### config.mk
export PLATFORM = sky130hd
export DESIGN_NAME = hazard_ctrl_flat
export DESIGN_NICKNAME = d
export VERILOG_FILES = /design/src/rtl/hazard_ctrl_pkg.sv /design/src/rtl/hazard_ctrl_if.sv /design/src/rtl/hazard_slot_match.sv /design/src/rtl/hazard_ctrl.sv /design/src/flat_wrapper.sv
export SDC_FILE = /design/constraint.sdc
export NUM_CORES = 1
export LEC_CHECK = 0
export CORE_MARGIN = 2
export CORE_UTILIZATION = 35
export DETAILED_ROUTE_END_ITERATION = 10
export PLACE_DENSITY_LB_ADDON = 0.12
export RECOVER_POWER = 100
export SLEW_MARGIN = 20
export SYNTH_ARGS = -nofsm -noshare
export SYNTH_HDL_FRONTEND = slang
export SYNTH_SLANG_ARGS = --single-unit
### constraint.sdc
create_clock -name clk -period 2.8 [get_ports clk]
set_input_delay 0.56 -clock clk [delete_from_list [all_inputs] [get_ports clk]]
set_output_delay 0.56 -clock clk [all_outputs]
set_load 0.02 [all_outputs]
### src/rtl/hazard_ctrl_pkg.sv
// rtl/hazard_ctrl_pkg.sv - shared widths and scoreboard slot type for the hazard controller
package hazard_ctrl_pkg;

    localparam int WIDTH_REGMARK = 5;
    localparam int REG_W         = WIDTH_REGMARK;

    typedef logic [REG_W-1:0] reg_idx_t;

    typedef struct packed {
        logic     valid;
        reg_idx_t rd;
        logic     is_load;
    } sb_slot_t;

    localparam sb_slot_t SLOT_EMPTY = '{valid: 1'b0, rd: '0, is_load: 1'b0};

endpackage

### src/rtl/hazard_ctrl_if.sv
// rtl/hazard_ctrl_if.sv - ID-stage request and pipeline-control bundle for hazard_ctrl
interface hazard_ctrl_if
    import hazard_ctrl_pkg::*;
#(
    parameter int CNT_W = 32
) ();

    reg_idx_t         id_rs1;
    reg_idx_t         id_rs2;
    logic             id_rs1_used;
    logic             id_rs2_used;
    reg_idx_t         id_RegWr;
    logic             id_RegWe;
    logic             id_is_load;
    logic             ex_redirect;
    logic             stop_PC;
    logic             stop_IF;
    logic             flush_IF;
    logic             stop_ID;
    logic [CNT_W-1:0] stall_cnt;
    logic [CNT_W-1:0] flush_cnt;

    modport master (
        output id_rs1, id_rs2, id_rs1_used, id_rs2_used,
        output id_RegWr, id_RegWe, id_is_load, ex_redirect,
        input  stop_PC, stop_IF, flush_IF, stop_ID, stall_cnt, flush_cnt
    );

    modport slave (
        input  id_rs1, id_rs2, id_rs1_used, id_rs2_used,
        input  id_RegWr, id_RegWe, id_is_load, ex_redirect,
        output stop_PC, stop_IF, flush_IF, stop_ID, stall_cnt, flush_cnt
    );

endinterface

### src/rtl/hazard_slot_match.sv
// rtl/hazard_slot_match.sv - compares one scoreboard slot against the ID source registers
module hazard_slot_match
    import hazard_ctrl_pkg::*;
(
    input  logic     valid_i,
    input  reg_idx_t rd_i,
    input  reg_idx_t rs1_i,
    input  reg_idx_t rs2_i,
    input  logic     rs1_used_i,
    input  logic     rs2_used_i,
    output logic     match_o
);

    // x0 is hardwired to zero, so a write to it can never create a dependency
    assign match_o = valid_i && (rd_i != '0) &&
                     (((rd_i == rs1_i) && rs1_used_i) || ((rd_i == rs2_i) && rs2_used_i));

endmodule

### src/rtl/hazard_ctrl.sv
// rtl/hazard_ctrl.sv - RAW stall / redirect flush controller with shadow EX/MEM/WB scoreboard
// HAZARD_FORWARD_EN: when defined only a load in EX stalls; otherwise any in-flight writer stalls.
module hazard_ctrl
    import hazard_ctrl_pkg::*;
#(
    parameter int CNT_W = 32
) (
    input  logic          clk,
    input  logic          rst_n,
    hazard_ctrl_if.slave  hif
);

    sb_slot_t         ex_q, mem_q, wb_q;
    sb_slot_t         ex_d;
    logic [2:0]       match;
    logic             hazard;
    logic             stall_evt;
    logic [CNT_W-1:0] stall_cnt_q, stall_cnt_d;
    logic [CNT_W-1:0] flush_cnt_q, flush_cnt_d;
    logic             unused_wb_load;

    hazard_slot_match u_match_ex (
        .valid_i    (ex_q.valid),
        .rd_i       (ex_q.rd),
        .rs1_i      (hif.id_rs1),
        .rs2_i      (hif.id_rs2),
        .rs1_used_i (hif.id_rs1_used),
        .rs2_used_i (hif.id_rs2_used),
        .match_o    (match[0])
    );

    hazard_slot_match u_match_mem (
        .valid_i    (mem_q.valid),
        .rd_i       (mem_q.rd),
        .rs1_i      (hif.id_rs1),
        .rs2_i      (hif.id_rs2),
        .rs1_used_i (hif.id_rs1_used),
        .rs2_used_i (hif.id_rs2_used),
        .match_o    (match[1])
    );

    hazard_slot_match u_match_wb (
        .valid_i    (wb_q.valid),
        .rd_i       (wb_q.rd),
        .rs1_i      (hif.id_rs1),
        .rs2_i      (hif.id_rs2),
        .rs1_used_i (hif.id_rs1_used),
        .rs2_used_i (hif.id_rs2_used),
        .match_o    (match[2])
    );

    assign unused_wb_load = wb_q.is_load;

`ifdef HAZARD_FORWARD_EN
    assign hazard = match[0] && ex_q.is_load;
`else
    assign hazard = |match;
`endif

    // Redirect outranks a hazard: the instruction in ID is being killed anyway
    always_comb begin
        hif.stop_PC  = 1'b0;
        hif.stop_IF  = 1'b0;
        hif.flush_IF = 1'b0;
        hif.stop_ID  = 1'b0;
        if (hif.ex_redirect) begin
            hif.flush_IF = 1'b1;
            hif.stop_ID  = 1'b1;
        end else if (hazard) begin
            hif.stop_PC  = 1'b1;
            hif.stop_IF  = 1'b1;
            hif.stop_ID  = 1'b1;
        end
    end

    assign stall_evt = hazard && !hif.ex_redirect;

    always_comb begin
        ex_d = SLOT_EMPTY;
        if (!hif.stop_ID) begin
            ex_d.valid   = hif.id_RegWe && (hif.id_RegWr != '0);
            ex_d.rd      = hif.id_RegWr;
            ex_d.is_load = hif.id_is_load;
        end
    end

    always_comb begin
        stall_cnt_d = stall_cnt_q;
        flush_cnt_d = flush_cnt_q;
        if (stall_evt && (stall_cnt_q != '1)) stall_cnt_d = stall_cnt_q + CNT_W'(1);
        if (hif.ex_redirect && (flush_cnt_q != '1)) flush_cnt_d = flush_cnt_q + CNT_W'(1);
    end

    always_ff @(posedge clk or negedge rst_n) begin
        if (!rst_n) begin
            ex_q        <= SLOT_EMPTY;
            mem_q       <= SLOT_EMPTY;
            wb_q        <= SLOT_EMPTY;
            stall_cnt_q <= '0;
            flush_cnt_q <= '0;
        end else begin
            ex_q        <= ex_d;
            mem_q       <= ex_q;
            wb_q        <= mem_q;
            stall_cnt_q <= stall_cnt_d;
            flush_cnt_q <= flush_cnt_d;
        end
    end

    assign hif.stall_cnt = stall_cnt_q;
    assign hif.flush_cnt = flush_cnt_q;

endmodule
### src/flat_wrapper.sv
// flat-port wrapper written by rule: the top's interface ports become plain ports
module hazard_ctrl_flat import hazard_ctrl_pkg::*;
#(
    parameter int CNT_W = 32
)
  (clk, rst_n, hif_id_rs1, hif_id_rs2, hif_id_rs1_used, hif_id_rs2_used, hif_id_RegWr, hif_id_RegWe, hif_id_is_load, hif_ex_redirect, hif_stop_PC, hif_stop_IF, hif_flush_IF, hif_stop_ID, hif_stall_cnt, hif_flush_cnt);
  hazard_ctrl_if #(.CNT_W(CNT_W)) hif_i ();
  input  logic clk;
  input  logic rst_n;
  input wire logic [$bits(hif_i.id_rs1)-1:0] hif_id_rs1;
  input wire logic [$bits(hif_i.id_rs2)-1:0] hif_id_rs2;
  input wire logic [$bits(hif_i.id_rs1_used)-1:0] hif_id_rs1_used;
  input wire logic [$bits(hif_i.id_rs2_used)-1:0] hif_id_rs2_used;
  input wire logic [$bits(hif_i.id_RegWr)-1:0] hif_id_RegWr;
  input wire logic [$bits(hif_i.id_RegWe)-1:0] hif_id_RegWe;
  input wire logic [$bits(hif_i.id_is_load)-1:0] hif_id_is_load;
  input wire logic [$bits(hif_i.ex_redirect)-1:0] hif_ex_redirect;
  output wire logic [$bits(hif_i.stop_PC)-1:0] hif_stop_PC;
  output wire logic [$bits(hif_i.stop_IF)-1:0] hif_stop_IF;
  output wire logic [$bits(hif_i.flush_IF)-1:0] hif_flush_IF;
  output wire logic [$bits(hif_i.stop_ID)-1:0] hif_stop_ID;
  output wire logic [$bits(hif_i.stall_cnt)-1:0] hif_stall_cnt;
  output wire logic [$bits(hif_i.flush_cnt)-1:0] hif_flush_cnt;
  assign hif_i.id_rs1 = hif_id_rs1;
  assign hif_i.id_rs2 = hif_id_rs2;
  assign hif_i.id_rs1_used = hif_id_rs1_used;
  assign hif_i.id_rs2_used = hif_id_rs2_used;
  assign hif_i.id_RegWr = hif_id_RegWr;
  assign hif_i.id_RegWe = hif_id_RegWe;
  assign hif_i.id_is_load = hif_id_is_load;
  assign hif_i.ex_redirect = hif_ex_redirect;
  assign hif_stop_PC = hif_i.stop_PC;
  assign hif_stop_IF = hif_i.stop_IF;
  assign hif_flush_IF = hif_i.flush_IF;
  assign hif_stop_ID = hif_i.stop_ID;
  assign hif_stall_cnt = hif_i.stall_cnt;
  assign hif_flush_cnt = hif_i.flush_cnt;
  hazard_ctrl #(.CNT_W(CNT_W)) u_core (.clk(clk), .rst_n(rst_n), .hif(hif_i));
endmodule
==> results of run 1 <==
-- where the power goes --
part | internal, mW | switching [mW]
logic | 0.178 | 0.202
registers | 1.26 | 0.0916
clock network | 0.594 | 0.459
-- final cells by class --
type | instances | area (µm²)
fillers | 1081 | 5970
flip-flops and latches | 82 | 2050
multi-input cells | 267 | 1890
repair buffers | 97 | 911
clock buffers | 10 | 229
well taps | 143 | 179
clock inverters | 6 | 33.8
inverters | 2 | 7.51
-- critical path, cell delays in order --
cell	delay (ns)
dlygate4sd2_1	0.28
xor2_1	0.17
nor4_1	0.28
and3_1	0.24
o221ai_4	0.13
a31oi_4	0.24
buf_2	0.21
-- cells in the final DEF, fill, tap and decap left out, drive strengths merged --
cell type	count
or3	1
or4	3
nand4	29
and3	23
dlygate4sd2	9
a31oi	1
and2	12
dlygate4sd3	62
nor2b	1
o2111ai	1
ha	2
xor2	31
mux2	2
nor3b	1
clkinv	6
inv	2
o311a	1
a21oi	1
o221ai	3
nor2	15
nor4	7
nor3	7
nand2	30
xnor2	60
clkbuf	13
clkdlybuf4s50	13
nand3	27
and4	7
nand2b	2
buf	10
dfrtp	82
-- through the flow --
stage | area (µm²) | setup WS, ns
final | 5300 | 0.117
after global placement | 5070 | -0.575
after CTS | 5320 | 0.00712
after global routing | 5300 | -0.00769
after detailed placement | 5070 | -0.620
after floorplan | 3990 | 0.420
-- state kept, by name, indices dropped and copies added (netlist names) --
| register | count |
|---|---|
| u_core.hif.flush_cnt | 32 |
| u_core.hif.stall_cnt | 32 |
| u_core.ex_q | 6 |
| u_core.mem_q | 6 |
| u_core.wb_q | 6 |
-- cell families (layout without fill, tap and decap cells) --
logic type               after synthesis  count (layout)  share of synthesized area
AO/OA/AOI/OAI                          7               7                     0.0235
buffers and inverters                 10             115                     0.0175
multiplexers                           2               2                    0.00658
AND/OR/NAND/NOR                      165             165                      0.233
XOR/XNOR                              91              91                      0.200
adder cells (fa/ha/maj)                2               2                    0.00627
flip-flops                            82              82                      0.514
-- per-layer routing --
metal	up-vias	GRT usage	wire, µm
met1	1477	0.219	4320
li1	1458	-	-
met4	0	0.0825	238
met5	-	0	0
met2	77	0.241	4180
met3	17	0.0328	441
-- Yosys cell counts --
master,n,area share
nand3_1,27,0.034
dfrtp_1,82,0.51
xor2_1,31,0.068
buf_2,2,0.0025
o311a_1,1,0.0025
nor4_1,6,0.0094
and4_1,6,0.013
o221ai_2,3,0.011
inv_1,2,0.0019
nor3b_1,1,0.0019
and3_4,1,0.0028
nand4_1,29,0.045
and3_1,22,0.034
a21oi_2,1,0.0022
and2_1,11,0.017
or4_1,3,0.0056
and2_0,1,0.0016
nand2b_1,2,0.0031
and4_4,1,0.0028
nor4_2,1,0.0031
buf_4,2,0.0038
nor3_2,2,0.0050
nor2_1,13,0.012
o2111ai_1,1,0.0022
nor3_1,5,0.0063
clkbuf_1,1,0.00094
ha_1,2,0.0063
mux2_4,1,0.0038
nand2_1,30,0.028
xnor2_1,60,0.13
mux2_1,1,0.0028
buf_6,3,0.0085
or3_1,1,0.0016
nor2b_1,1,0.0016
nor2_2,2,0.0031
a31oi_4,1,0.0053
-- worst max path at each step --
stage	endpoint	slack, ns	cells past startpoint
floorplan	hif_stop_PC	0.42	7
global placement	hif_stop_IF	-0.58	7
detailed placement	hif_stop_PC	-0.62	7
CTS	hif_stop_ID	0.007	8
global route	hif_stop_IF	-0.008	7
finish	hif_stop_PC	0.12	7
-- what timing repair did --
action                     CTS  global route
pin swaps                    9             4
hold endpoints to repair     0             0
setup endpoints to repair    4             3
gates cloned                 0             0
gates resized for setup     22             4
==> impl_metrics.env, run 1 <==
export IMPL_status="completed"
export IMPL_holdWs_ns=0.399
export IMPL_reg2reg_from="u_core.wb_q[3]"
export IMPL_initial_utilization=0.354
export IMPL_hold_path_cell_count=0
export IMPL_fin_tns_setup_ns=0
export IMPL_seq_area_frac_synth=0.514
export IMPL_avgSynthCellArea_um2=11.1
export IMPL_worstReg2RegEnd="u_core.hif.stall_cnt[1]"
export IMPL_crit_type="input port to primary output"
export IMPL_ir_drop_mv=0.425
export IMPL_grt_ovfl_total=0
export IMPL_grt_pass1_vias=3203
export IMPL_drc=0
export IMPL_synth_cell_area_um2=3990
export IMPL_grt_max_degree=45
export IMPL_drive_gt1_frac=0.0862
export IMPL_synth_distinct_cells=36
export IMPL_critPathMaxFanout=3
export IMPL_dieHeight_um=111
export IMPL_hold_viol=0
export IMPL_yosys_warnings=0
export IMPL_hp_start="u_core.ex_q[6]"
export IMPL_rsz0062_at_grt="true"
export IMPL_drtIter0Drc=82
export IMPL_std_cell_rows=39
export IMPL_cts_hold_buf=0
export IMPL_leakagePower_nw=2.46
export IMPL_track_usage=0.160
export IMPL_grt_pass1_wl_um=16000
export IMPL_io_pins=90
export IMPL_crit_path_start_kind="input port"
export IMPL_hold_path_class="flop to flop"
export IMPL_stdcell_count=607
export IMPL_worstPathRequired_ns=2.24
export IMPL_root_buffer="clkbuf_16"
export IMPL_timing_slew_headroom=0.246
export IMPL_crit_path_end_kind="primary output"
export IMPL_ant_nets=0
export IMPL_port_buffers=88
export IMPL_netlist_instances=359
export IMPL_wl_per_cell_um=15.1
export IMPL_final_nets=483
export IMPL_clk_path_buf_depth=2
export IMPL_finClkSkew_ns=0.00719
export IMPL_cts_clk_slew_worst_paths_ns=0.06
export IMPL_antenna_found_initial=0
export IMPL_clkSinkCount=82
export IMPL_syn_num_nets=383
export IMPL_r2r_cells=8
export IMPL_dp_hpwl_um=6790
export IMPL_cts_buffers=9
export IMPL_clkLatencyLatePin_ns=0.34
export IMPL_tightest_slew_ns=1.13
export IMPL_ys_ff_latch=82
export IMPL_post_cts_buffers=0
export IMPL_vias_per_cell=4.99
export IMPL_diodes=0
export IMPL_setup_viol=0
export IMPL_power_density_nw_per_um2=524
export IMPL_h_tree_depth=3
export IMPL_first_pass_iters=4
export IMPL_cap_viol_max_count=0
export IMPL_slew_viol_final=0
export IMPL_die_w_um=111
export IMPL_startpoint="hif_id_rs2[0]"
export IMPL_timing_final_crit_period_ns=2.68
export IMPL_core_um2=11300
export IMPL_reg2reg_slack_ns=0.36
export IMPL_routabilityCongestion=0.875
export IMPL_syn_to_final_growth_pct=32.7
export IMPL_postLayoutCoreUtil=0.470
export IMPL_num_vias=3029
export IMPL_worstPathArrival_ns=2.12
export IMPL_dp_cells=591
export IMPL_power_total_mw=2.78
export IMPL_routed_wl_um=9180
export IMPL_cts_tree="done"
export IMPL_max_freq_ghz=0.373
export IMPL_dieArea_um2=12300
export IMPL_min_to="u_core.mem_q[6]"
export IMPL_fin_crit_sh=0.958
(Power assumes the default switching activity.)
==> run 2, diff against run 1 <==
ABC_AREA = 1   (was default)
CORE_ASPECT_RATIO = 0.8   (was default)
PLACE_DENSITY_LB_ADDON = default   (was 0.12)
==> impl_metrics.env, run 2 <==
export IMPL_die_w_um=142
export IMPL_design_area_um2=6740
export IMPL_seq_area_frac_synth=0.384
export IMPL_routabilityCongestion=0.893
export IMPL_clkSinkCount=82
export IMPL_dp_cells=1077
export IMPL_netlist_area_leader_share=0.384
export IMPL_synth_ff_type="dfrtp_1"
export IMPL_ir_drop_mv=0.262
export IMPL_critPathMaxFanout=3
export IMPL_first_pass_iters=5
export IMPL_ant_nets=0
export IMPL_status="completed"
export IMPL_antenna_found_initial=0
export IMPL_port_buffers=88
export IMPL_path_common_cell="nand2_1"
export IMPL_async_reset_ff_frac=1.00
export IMPL_yosys_warnings=0
export IMPL_synth_top_area_cell="dfrtp_1"
export IMPL_clk_path_buf_depth=2
export IMPL_crit_path_start_kind="input port"
export IMPL_synth_top_family_by_area="simple AND/OR/NAND/NOR gates"
export IMPL_holdWs_ns=0.372
export IMPL_routed_wl_um=14900
export IMPL_synth_xor_xnor_area_share=0.0640
export IMPL_drtIter0Drc=297
export IMPL_fill_cells=1549
export IMPL_syn_num_nets=825
export IMPL_track_usage=0.194
export IMPL_synthMuxAreaShare=0
export IMPL_vias_per_cell=4.69
export IMPL_final_nets=923
export IMPL_hold_viol=0
export IMPL_wl_per_cell_um=13.6
export IMPL_synth_common_cells="nand2_1, nor2_1, dfrtp_1"
export IMPL_synthSimpleGateAreaFrac=0.441
export IMPL_stdcell_count=1093
export IMPL_core_um2=15000
export IMPL_dp_hpwl_um=11200
export IMPL_synth_area_top_cells="dfrtp_1, nand2_1, nor2_1, inv_1, nand4_1"
export IMPL_postLayoutCoreUtil=0.450
export IMPL_cts_clk_slew_worst_paths_ns=0.07
export IMPL_root_buffer="clkbuf_16"
export IMPL_tightest_slew_ns=1.24
export IMPL_worstPathArrival_ns=2.05
export IMPL_final_common_cell="nand2_1"
export IMPL_cts_buffers=9
export IMPL_crit_path_end_kind="primary output"
export IMPL_timing_final_crit_period_ns=2.61
export IMPL_grt_max_degree=45
export IMPL_cts_tree="done"
export IMPL_post_cts_buffers=0
export IMPL_avgSynthCellArea_um2=6.67
export IMPL_synth_distinct_cells=28
export IMPL_grt_ovfl_total=0
export IMPL_power_total_mw=3.10
export IMPL_worstPathRequired_ns=2.24
export IMPL_drive_gt1_frac=0.0476
export IMPL_final_cell_mix="nand2_1, nor2_1, dfrtp_1"
export IMPL_initial_utilization=0.357
export IMPL_synth_most_common_cell="nand2_1"
export IMPL_std_cell_rows=40
export IMPL_power_density_nw_per_um2=461
export IMPL_dieHeight_um=114
export IMPL_grt_pass1_wl_um=24900
export IMPL_setup_viol=0
export IMPL_crit_type="input port to primary output"
export IMPL_finClkSkew_ns=0.0170
export IMPL_ys_ff_latch=82
export IMPL_rsz0062_at_grt="false"
export IMPL_crit_path_cell_trace="clkdlybuf4s50_1 -> inv_1 -> nand2_1 -> nand2_1 -> nor2_1 -> nand3_1 -> nand2_1 -> nand2_1 -> clkbuf_4 -> nand4_1 -> clkbuf_2"
export IMPL_netlist_instances=801
export IMPL_syn_to_final_growth_pct=26.1
export IMPL_timing_slew_headroom=0.172
export IMPL_synth_edf_count=0
export IMPL_synth_cell_area_um2=5340
export IMPL_synthAdderAreaFrac=0.00469
export IMPL_io_pins=90
export IMPL_max_freq_ghz=0.382
export IMPL_placed_area_um2=6470
export IMPL_leakagePower_nw=3.53
export IMPL_diodes=0
export IMPL_cp_slowest_stage_delay_ns=0.51
export IMPL_cap_viol_max_count=0
export IMPL_slowest_stage="clkdlybuf4s50_1"
export IMPL_grt_pass1_vias=4869
export IMPL_slew_viol_final=0
export IMPL_dieArea_um2=16300
export IMPL_num_vias=5127
export IMPL_h_tree_depth=3
export IMPL_synth_compound_area_frac=0.0218
export IMPL_drc=0
export IMPL_fin_crit_sh=0.934
export IMPL_clkLatencyLatePin_ns=0.35
export IMPL_hold_path_class="flop to flop"
run 2: repair_timing:
action | 4_1_cts | 5_1_grt
gates resized for setup | 5 | 10
setup endpoints to repair | 3 | 3
hold buffers | 0 | 0
run 2: power by group:
group / internal, mW / switching [mW] / total, mW
combinational: 0.205 / 0.301 / 0.505
clock: 0.743 / 0.513 / 1.26
sequential: 1.25 / 0.0871 / 1.34
total: 2.20 / 0.901 / 3.10
run 2: layer usage:
| metal | GRT usage | part of all wire | vias to the layer above |
|---|---|---|---|
| met5 | 0 | 0 | - |
| li1 | - | - | 2706 |
| met2 | 0.279 | 0.41 | 109 |
| met3 | 0.0481 | 0.055 | 9 |
| met1 | 0.292 | 0.52 | 2303 |
| met4 | 0.0420 | 0.0068 | 0 |
run 2: final timing paths:
kind | from | endpoint | slack (ns) | cells past startpoint
worst max register to register | u_core.hif.flush_cnt[0] | u_core.hif.flush_cnt[17] | 0.31 | 9
worst max-delay path | hif_id_rs2[3] | hif_stop_ID | 0.19 | 11
min in group asynchronous | rst_n | u_core.hif.stall_cnt[31] | 0.41 | 1
worst min register to register | u_core.mem_q[6] | u_core.wb_q[6] | 0.37 | 0
worst min-delay path | u_core.mem_q[6] | u_core.wb_q[6] | 0.37 | 0
max in group asynchronous | rst_n | u_core.ex_q[3] | 0.54 | 2
run 2: area by class of cell:
class	count	area, µm²	area share
timing repair buffer	108	1010	0.150
inverter	81	304	0.0451
tap	189	236	0.0351
clock buffer	11	253	0.0375
clock inverter	5	62.6	0.00929
multi-input combinational	617	2820	0.419
sequential	82	2050	0.305
run 2: cell families after synthesis:
| family | count (synthesis) |
|---|---|
| buffers and inverters | 102 |
| adder cells (fa/ha/maj) | 2 |
| XOR/XNOR | 39 |
| flip-flops | 82 |
| AND/OR/NAND/NOR | 555 |
| AO/OA/AOI/OAI | 21 |
run 2: metrics by stage:
stage / setup TNS (ns) / setup slack [ns]
floorplan: 0 / 0.388
global placement: -0.899 / -0.317
detailed placement: -0.863 / -0.294
CTS: -0.0363 / -0.0199
global route: 0 / 0.00564
finish: 0 / 0.185
run 2: critical path, delay by kind of cell:
family	cells	cell delay (ns)
buffers and inverters	4	0.93
AND/OR/NAND/NOR	7	0.56
